===== config.mk =====
export PLATFORM = sky130hd
export DESIGN_NAME = deco_salida_multicanal_flat
export DESIGN_NICKNAME = d
export VERILOG_FILES = /design/src/rtl/deco_salida_multicanal_pkg.sv /design/src/rtl/deco_salida_multicanal_if.sv /design/src/rtl/deco_salida_multicanal_detector_flanco.sv /design/src/rtl/deco_salida_multicanal.sv /design/src/flat_wrapper.sv
export SDC_FILE = /design/constraint.sdc
export NUM_CORES = 1
export LEC_CHECK = 0
export CORE_MARGIN = 3
export CORE_UTILIZATION = 51
export DETAILED_ROUTE_END_ITERATION = 7
export PLACE_DENSITY_LB_ADDON = 0.12
export SYNTH_ARGS = -nofsm -noshare
export SYNTH_HDL_FRONTEND = slang
export SYNTH_SLANG_ARGS = --single-unit
export TNS_END_PERCENT = 50

===== constraint.sdc =====
create_clock -name clk -period 4.55 [get_ports clk]
set_input_delay 0.91 -clock clk [delete_from_list [all_inputs] [get_ports clk]]
set_output_delay 0.91 -clock clk [all_outputs]
set_load 0.005 [all_outputs]

===== src/rtl/deco_salida_multicanal_pkg.sv =====
// deco_pkg: shared state enum, estado bit positions and port-offset helpers.
package deco_pkg;

    typedef enum logic {IDLE, BUSY} state_t;

    localparam int EST_OCUPADO  = 0;
    localparam int EST_ERR_OCUP = 1;
    localparam int EST_ERR_CMD  = 2;
    localparam int EST_ERR_TO   = 3;

    function automatic int cmd_ofs(input int num_regs);
        return num_regs;
    endfunction

    function automatic int clr_ofs(input int num_regs);
        return num_regs + 1;
    endfunction

endpackage


===== src/rtl/deco_salida_multicanal_if.sv =====
// deco_salida_multicanal_if: PicoBlaze output bus, RTC engine handshake and decoder outputs.
interface deco_salida_multicanal_if #(
    parameter int DATA_W   = 8,
    parameter int NUM_REGS = 2,
    parameter int NUM_CMDS = 3
);
    logic [7:0]                 port_id;
    logic                       W_Strobe;
    logic [DATA_W-1:0]          port_out;
    logic                       listo;
    logic [NUM_REGS*DATA_W-1:0] reg_bus;
    logic [NUM_CMDS-1:0]        arranque;
    logic                       ocupado;
    logic [7:0]                 estado;

    modport master (
        output port_id, W_Strobe, port_out, listo,
        input  reg_bus, arranque, ocupado, estado
    );

    modport slave (
        input  port_id, W_Strobe, port_out, listo,
        output reg_bus, arranque, ocupado, estado
    );
endinterface


===== src/rtl/deco_salida_multicanal_detector_flanco.sv =====
// detector_flanco: one-cycle pulse on the rising edge of i_d, however long i_d stays high.
module detector_flanco (
    input  logic clk,
    input  logic rst,
    input  logic i_d,
    output logic o_flanco
);
    logic r_q;

    always_ff @(posedge clk or posedge rst) begin
        if (rst) r_q <= 1'b0;
        else     r_q <= i_d;
    end

    assign o_flanco = i_d & ~r_q;
endmodule


===== src/rtl/deco_salida_multicanal.sv =====
// deco_salida_multicanal: PicoBlaze output-port decoder with data registers, one-hot RTC
// start requests, busy protection, command validation, listo timeout and status byte.
module deco_salida_multicanal
    import deco_pkg::*;
#(
    parameter int DATA_W      = 8,
    parameter int NUM_REGS    = 2,
    parameter int NUM_CMDS    = 3,
    parameter int BASE_ID     = 1,
    parameter int TIMEOUT_CYC = 1000
) (
    input logic clk,
    input logic rst,
    deco_salida_multicanal_if.slave bus
);
    localparam int              CNT_W   = (TIMEOUT_CYC > 0) ? $clog2(TIMEOUT_CYC + 1) : 1;
    localparam logic [CNT_W-1:0] CNT_MAX = CNT_W'((TIMEOUT_CYC > 0) ? TIMEOUT_CYC - 1 : 0);
    localparam logic [8:0]      CMD_OFS = 9'(cmd_ofs(NUM_REGS));
    localparam logic [8:0]      CLR_OFS = 9'(clr_ofs(NUM_REGS));

    logic                w_evt;
    logic [8:0]          w_ofs;
    logic                w_reg_hit, w_cmd_hit, w_clr_hit;
    state_t              r_state, w_state_n;
    logic [NUM_CMDS-1:0] r_arranque, w_arranque_n;
    logic [CNT_W-1:0]    r_cnt, w_cnt_n;
    logic                r_err_ocup, r_err_cmd, r_err_to;
    logic                w_err_ocup_n, w_err_cmd_n, w_err_to_n;
    logic [7:0]          w_estado;

    detector_flanco u_flanco (
        .clk     (clk),
        .rst     (rst),
        .i_d     (bus.W_Strobe),
        .o_flanco(w_evt)
    );

    // Port ids below BASE_ID wrap to >= 256 in 9 bits, so they never hit a register offset.
    assign w_ofs     = {1'b0, bus.port_id} - 9'(BASE_ID);
    assign w_reg_hit = w_evt && (w_ofs < 9'(NUM_REGS));
    assign w_cmd_hit = w_evt && (w_ofs == CMD_OFS);
    assign w_clr_hit = w_evt && (w_ofs == CLR_OFS);

    always_comb begin
        w_state_n    = r_state;
        w_arranque_n = r_arranque;
        w_cnt_n      = r_cnt;
        w_err_ocup_n = r_err_ocup & ~w_clr_hit;
        w_err_cmd_n  = r_err_cmd & ~w_clr_hit;
        w_err_to_n   = r_err_to & ~w_clr_hit;
        if (r_state == IDLE) begin
            if (w_cmd_hit && (bus.port_out < DATA_W'(NUM_CMDS))) begin
                w_state_n    = BUSY;
                w_arranque_n = NUM_CMDS'(1) << bus.port_out;
                w_cnt_n      = '0;
            end else if (w_cmd_hit) begin
                w_err_cmd_n = 1'b1;
            end
        end else begin
            if (w_cmd_hit || w_reg_hit) w_err_ocup_n = 1'b1;
            // listo is checked first so it wins over a coincident timeout
            if (bus.listo) begin
                w_state_n    = IDLE;
                w_arranque_n = '0;
            end else if ((TIMEOUT_CYC != 0) && (r_cnt == CNT_MAX)) begin
                w_state_n    = IDLE;
                w_arranque_n = '0;
                w_err_to_n   = 1'b1;
            end else begin
                w_cnt_n = r_cnt + 1'b1;
            end
        end
    end

    always_ff @(posedge clk or posedge rst) begin
        if (rst) begin
            r_state    <= IDLE;
            r_arranque <= '0;
            r_cnt      <= '0;
            r_err_ocup <= 1'b0;
            r_err_cmd  <= 1'b0;
            r_err_to   <= 1'b0;
        end else begin
            r_state    <= w_state_n;
            r_arranque <= w_arranque_n;
            r_cnt      <= w_cnt_n;
            r_err_ocup <= w_err_ocup_n;
            r_err_cmd  <= w_err_cmd_n;
            r_err_to   <= w_err_to_n;
        end
    end

    for (genvar k = 0; k < NUM_REGS; k++) begin : g_reg
        logic [DATA_W-1:0] r_dato;
        always_ff @(posedge clk or posedge rst) begin
            if (rst)
                r_dato <= '0;
            else if (w_reg_hit && (r_state == IDLE) && (w_ofs == 9'(k)))
                r_dato <= bus.port_out;
        end
        assign bus.reg_bus[k*DATA_W +: DATA_W] = r_dato;
    end

    always_comb begin
        w_estado               = '0;
        w_estado[EST_OCUPADO]  = (r_state == BUSY);
        w_estado[EST_ERR_OCUP] = r_err_ocup;
        w_estado[EST_ERR_CMD]  = r_err_cmd;
        w_estado[EST_ERR_TO]   = r_err_to;
    end

    assign bus.arranque = r_arranque;
    assign bus.ocupado  = (r_state == BUSY);
    assign bus.estado   = w_estado;
endmodule

===== src/flat_wrapper.sv =====
// flat-port wrapper written by rule: the top's interface ports become plain ports
module deco_salida_multicanal_flat import deco_pkg::*;
#(
    parameter int DATA_W      = 8,
    parameter int NUM_REGS    = 2,
    parameter int NUM_CMDS    = 3,
    parameter int BASE_ID     = 1,
    parameter int TIMEOUT_CYC = 1000
)
  (clk, rst, bus_port_id, bus_W_Strobe, bus_port_out, bus_listo, bus_reg_bus, bus_arranque, bus_ocupado, bus_estado);
  deco_salida_multicanal_if #(.DATA_W(DATA_W), .NUM_REGS(NUM_REGS), .NUM_CMDS(NUM_CMDS)) bus_i ();
  input logic clk;
  input logic rst;
  input wire logic [$bits(bus_i.port_id)-1:0] bus_port_id;
  input wire logic [$bits(bus_i.W_Strobe)-1:0] bus_W_Strobe;
  input wire logic [$bits(bus_i.port_out)-1:0] bus_port_out;
  input wire logic [$bits(bus_i.listo)-1:0] bus_listo;
  output wire logic [$bits(bus_i.reg_bus)-1:0] bus_reg_bus;
  output wire logic [$bits(bus_i.arranque)-1:0] bus_arranque;
  output wire logic [$bits(bus_i.ocupado)-1:0] bus_ocupado;
  output wire logic [$bits(bus_i.estado)-1:0] bus_estado;
  assign bus_i.port_id = bus_port_id;
  assign bus_i.W_Strobe = bus_W_Strobe;
  assign bus_i.port_out = bus_port_out;
  assign bus_i.listo = bus_listo;
  assign bus_reg_bus = bus_i.reg_bus;
  assign bus_arranque = bus_i.arranque;
  assign bus_ocupado = bus_i.ocupado;
  assign bus_estado = bus_i.estado;
  deco_salida_multicanal #(.DATA_W(DATA_W), .NUM_REGS(NUM_REGS), .NUM_CMDS(NUM_CMDS), .BASE_ID(BASE_ID), .TIMEOUT_CYC(TIMEOUT_CYC)) u_core (.clk(clk), .rst(rst), .bus(bus_i));
endmodule

After elaboration in Yosys (flattened, before gate mapping)
Cells that the tools add are included.
{"block": "totals", "regBits": 34, "latch_bits": 0, "ram_bits": 0, "romBits": 0, "in_bits": 20, "out_inout_bits": 28, "wordCells": 60, "n_memories": 0}
{"block": "classes", "add_sub_neg": 2, "n_mul": 0, "div_mod_pow": 0, "n_lt_le_gt_ge": 2, "eq_ne": 7, "shifts": 1, "n_mux": 20, "n_bitwise": 7, "n_reduce_logical": 12}
{"operator": "10-bit two-way mux", "n": 4}
{"operator": "9-bit by 2-bit equality test with 1-bit output, second input constant", "n": 2}
{"operator": "1-bit two-way mux", "n": 12}
{"operator": "3-bit two-way mux", "n": 4}
{"operator": "10-bit by 1-bit adder with 10-bit output, second input constant", "n": 1}
{"operator": "10-bit equality test, second input constant", "n": 1}
{"operator": "9-bit by 1-bit equality test with 1-bit output, second input constant", "n": 1}
{"operator": "9-bit zero test", "n": 1}
{"operator": "9-bit by 2-bit less-than comparator with 1-bit output, second input constant", "n": 1}
{"operator": "8-bit by 1-bit subtractor with 9-bit output, second input constant", "n": 1}
{"operator": "8-bit by 2-bit less-than comparator with 1-bit output, second input constant", "n": 1}
{"operator": "1-bit by 8-bit << shifter with 3-bit output, first input constant", "n": 1}
{"operator": "1-bit logical AND", "n": 7}
{"operator": "1-bit AND", "n": 4}
{"operator": "2-bit inequality test, second input constant", "n": 2}
{"operator": "3-bit inequality test, second input constant", "n": 1}
{"operator": "1-bit NOT", "n": 3}
{"operator": "3-bit AND reduction", "n": 1}
{"operator": "2-bit AND reduction", "n": 1}
{"operator": "2-bit nonzero test", "n": 1}
{"operator": "1-bit logical OR", "n": 1}

Logic depth before layout (Yosys ltp)
{"block": "logic_depth", "word_depth": 8, "mapped_depth": 8, "mapped_depth_nobuf": 7}

Cells and area by module
From an unflattened synthesis, not the netlist that was laid out.
{"block": "hier_totals", "hier_cells": 153, "hier_area_um2": 1776.7}
{"mod": "deco_salida_multicanal", "instances": 1, "cells_per_inst": 150, "area_per_inst_um2": 1734.2, "seq_area_each_um2": 825.8}
{"mod": "detector_flanco", "instances": 1, "cells_per_inst": 3, "area_per_inst_um2": 42.5, "seq_area_each_um2": 25.0}

Least setup slack after synthesis
OpenSTA, ideal clock, no wires.
{"block": "synth_timing", "path_type": "input-to-reg", "startpoint": "input bus_port_id[0]", "endpoint": "register u_core.g_reg[0].r_dato[0]", "setup_time_ns": 0.125, "arrival_time_ns": 2.572, "t_required_ns": 4.425, "path_slack_ns": 1.854, "stages": 8, "path_buffers": 1, "cell_sequence": "inv_1 -> ha_1 -> nor3b_1 -> mux2i_1 -> nand3_1 -> or3_1 -> buf_2 -> mux2_2"}
{"block": "synth_between", "elab_chain_len": 5, "elab_cells_between_ends": 6, "cone_classes": "1 x add/sub; 1 x order compare; 4 x reduce/logical"}
{"element": "start: declaration", "line": "flat_wrapper.sv:14", "text": "input wire logic [$bits(bus_i.port_id)-1:0] bus_port_id;"}
{"element": "8-bit by 1-bit subtractor with 9-bit output (*)", "line": "deco_salida_multicanal.sv:39", "text": "assign w_ofs = {1'b0, bus.port_id} - 9'(BASE_ID);"}
{"element": "9-bit by 2-bit less-than comparator with 1-bit output", "line": "deco_salida_multicanal.sv:40", "text": "assign w_reg_hit = w_evt && (w_ofs < 9'(NUM_REGS));"}
{"element": "1-bit logical AND", "line": "deco_salida_multicanal.sv:40"}
{"element": "1-bit logical AND", "line": "deco_salida_multicanal.sv:98", "text": "else if (w_reg_hit && (r_state == IDLE) && (w_ofs == 9'(k)))"}
{"element": "1-bit logical AND (*)", "line": "deco_salida_multicanal.sv:98"}
{"element": "end signal: assignment", "line": "deco_salida_multicanal.sv:99", "text": "r_dato <= bus.port_out;"}
{"element": "end: declaration", "line": "deco_salida_multicanal.sv:94", "text": "logic [DATA_W-1:0] r_dato;"}
Every way passes the cells marked *; elsewhere a longest branch is shown, timed or not.
A chain may end at the register's enable or synchronous reset.

Worst setup path after layout
{"block": "layout_timing", "startpoint": "input bus_port_id[1]", "endpoint": "register u_core.g_reg[1].r_dato[4]"}
{"block": "layout_between", "elab_chain_len": 5, "elab_cells_between_ends": 6, "cone_classes": "1 x add/sub; 1 x order compare; 1 x eq/ne; 3 x reduce/logical"}
{"element": "8-bit by 1-bit subtractor with 9-bit output (*)", "line": "deco_salida_multicanal.sv:39"}
{"element": "9-bit by 2-bit less-than comparator with 1-bit output", "line": "deco_salida_multicanal.sv:40"}
{"element": "1-bit logical AND", "line": "deco_salida_multicanal.sv:40"}
{"element": "1-bit logical AND", "line": "deco_salida_multicanal.sv:98"}
{"element": "1-bit logical AND (*)", "line": "deco_salida_multicanal.sv:98"}
{"element": "end signal: assignment", "line": "deco_salida_multicanal.sv:99"}
{"element": "end: declaration", "line": "deco_salida_multicanal.sv:94"}
Marks and branches as above.

==> impl_metrics.ini <==
[clocking]
clock_sinks = 34
cts_max_level = 2
clk_latency_ns = 0.33
cts_setup_buffers = 0
cts-resized-gates = 0
tritoncts.num_buffers = 5
cts-hold-fix-buffers = 0
clock_transition_at_path_regs_ns = 0.09
clock_tree.root_cell = clkbuf_4
tritoncts_clock_tree = yes
clock_path_buffers = 2

[worst_setup_path]
startpoint_type_of_the_worst_setup_path = input pin
regToRegSetupSlack_ns = 2.45
crit_slowest_cell = or3_1
crit_path_start = bus_port_id[1]
worst_setup_path_end_kind = flip-flop
worst_path_largest_cell_delay_ns = 0.63
rr_endpoint = u_core.g_reg[1].r_dato[4]
crit_type = input pin to flip-flop
crit_required_ns = 4.77
crit_path_cell_trace = clkdlybuf4s50_1 -> inv_1 -> ha_1 -> nor3b_1 -> mux2i_1 -> nand3_1 -> or3_1 -> mux2_2
worst-path-max-fanout = 8
r2r-start = u_core.u_flanco.r_q
reg2reg_depth = 4
critPathArrivalTime_ns = 3.47

[floorplan]
placeableCoreArea_sq_mm = 0.003178
design.die.area_sq_mm = 0.004222
start_util = 0.5583
ioPinCount = 48
die_x_um = 64.98
fp-row-count = 20
die_h_um = 64.98

[synthesis]
post_synth_main_area_contributors = dfrtp_1, mux2_2, ha_1
ys_seq_elements = 34
synth.lib_cells_used.distinct = 39
syn_area_per_cell_sq_um = 10.88
synth-warning-count = 0
yosysTopAreaCell = dfrtp_1
synth_cells = 163
synth_enable_flop_cells = 0
most_common_cell_in_the_synthesized_netlist = dfrtp_1
synth-async-reset-ratio = 1.000
yosys-top-cells-count = dfrtp_1, mux2_2, nand2_1, o21ai_0
synth_ff_type = dfrtp_1
yosysSeqAreaShare = 0.4795
synthesis.area_sq_mm = 0.001774
fraction_of_post_synthesis_cell_area_in_the_top_cell_type_by_area = 0.4795

[sta]
worst_clock_skew_ns = 0.009690
finalSetupTns_ns = 0
period_share = 0.7157
max_clock_freq_mhz = 307.1
setup_viol_count_final = 0
post_layout_worst_setup_margin_ns = 1.294
grt_setup_unrepaired = false
max_slew_margin = 0.4143
tightest_slew_ns = 0.8776
timing.final.crit_period_ns = 3.256
maxSlewViolCount = 0
timing_hold_violations_final = 0

[finish]
share_of_layout_cells_above_drive_strength_1 = 0.1456
finish.cell_count_without_fillers = 250
area_delta_synth_final_pct = 26.52
nets = 231
layout.cell_area.non_filler_sq_mm = 0.002245
num_antenna_cells = 0

[worst_hold_path]
path_class_of_the_lowest_slack_min_delay_path = flip-flop to flip-flop
min-delay-start = u_core.r_err_ocup
worst_hold_endpoint = u_core.r_err_ocup
min_path_cells = 1

[global_route]
grt-ovfl-total = 0
number_of_global_route_vias_before_repair = 1432
grt_first_pass_wirelength_um = 6693
grt_start_max_net_pins = 25
grt_util_all_layers = 0.2100
antenna_violations_before_repair = 0

[flow_run]
cap_violations = 0

[detailed_routing]
drt_drc_violations_left = 0
drt-pass1-iter-count = 4
antenna_violating_nets_post_route = 0
routed_wl_um = 3751
drt-wirelength-per-cell_um = 15.00
avgViaCountPerCell = 5.488
drtIter0Drc = 54
vias = 1372

[pwr]
p_per_area_mw_per_mm2 = 226.1
worst_ir_drop_vdd_mv = 0.1716
power.static_leakage_nw = 0.9839
power_mw = 0.5075

[placement]
detailedPlace.worstSlack_ns = 0.9663
dp_hpwl_um = 2883
place.port_buffers = 43
gp_weighted_congestion = 0.8690
cell_area_placed_sq_mm = 0.002197
dpl.cell_count = 243

[status]
run_status = complete, no violations
-- critical path, delay by kind of cell --
kind | cells | cell delay (ns)
adders and majority gates | 1 | 0.20
buffers and inverters | 2 | 0.66
muxes | 2 | 0.56
and+or+nand+nor | 3 | 1.13
-- per-stage QoR --
step                  util  hold slack (ns)
finish              0.7063           0.4921
global route        0.7063           0.5233
CTS                 0.7063           0.4967
detailed placement  0.6913           0.4758
global placement    0.6913           0.4631
floorplan                -           0.4509
-- placed cells by master (no fill, tap or decap), types with 2 or more instances in the layout --
cell	n
mux2i_1	5
a21o_1	2
or3_1	6
or2_2	2
o2bb2ai_1	2
conb_1	4
clkinv_2	2
clkdlybuf4s50_1	43
a31oi_1	3
nand3_1	6
mux2_2	16
xor2_1	4
ha_1	5
nor3_1	3
nor4_1	2
nor2_1	8
o21ai_0	10
nand4_1	4
inv_1	4
nand2b_1	4
nand2_1	15
clkbuf_4	5
dfrtp_1	34
-- final cells by class --
cell class | count | area [sq um]
clock buffer | 5 | 37.54
clock inverter | 2 | 10.01
fill | 261 | 933.4
inverter | 4 | 15.01
multi-input combinational | 117 | 838.3
sequential | 34 | 850.8
tap | 44 | 55.05
timing repair buffer | 44 | 437.9
-- metal layers --
layer,track usage,part of all wire,up-vias
li1,-,-,667
met1,0.2441,0.41,654
met2,0.3627,0.51,44
met3,0.07279,0.059,7
met4,0.06332,0.015,0
met5,0,0,-
-- how the worst max path moves through the flow --
stage	cells after the start	to	slack, ns
after global routing	8	u_core.r_cnt[8]	1.11
after CTS	8	u_core.g_reg[1].r_dato[4]	1.33
final	8	u_core.g_reg[1].r_dato[4]	1.29
after detailed placement	8	u_core.g_reg[1].r_dato[4]	0.97
after floorplan	8	u_core.g_reg[0].r_dato[0]	1.85
after global placement	8	u_core.g_reg[1].r_dato[2]	1.14
-- state kept, by name, indices dropped and copies added, names as in the netlist --
register,cells
u_core.u_flanco.r_q,1
u_core.r_err_to,1
u_core.bus.arranque,3
u_core.g.r_dato,16
u_core.r_cnt,10
u_core.bus.ocupado,1
u_core.r_err_ocup,1
u_core.r_err_cmd,1
-- kinds of logic (layout without fill, tap and decap cells) --
| logic type | count (synthesis) | in the layout | synth area share |
|---|---|---|---|
| DFF | 34 | 34 | 0.4796 |
| xor gates and xnor gates | 4 | 4 | 0.01974 |
| other | 1 | 4 | 0.002114 |
| AOI/OAI and AO/OA | 23 | 23 | 0.08604 |
| adders and majority gates | 5 | 5 | 0.03526 |
| and+or+nand+nor | 60 | 60 | 0.1932 |
| muxes | 21 | 21 | 0.1298 |
| buffers and inverters | 15 | 55 | 0.05430 |
-- report_power, final --
group	internal, mW	switching, mW
combinational	0.0274	0.0236
sequential	0.305	0.00177
clock	0.0554	0.0939
total	0.388	0.119
Power figures use the tool's default switching activity.
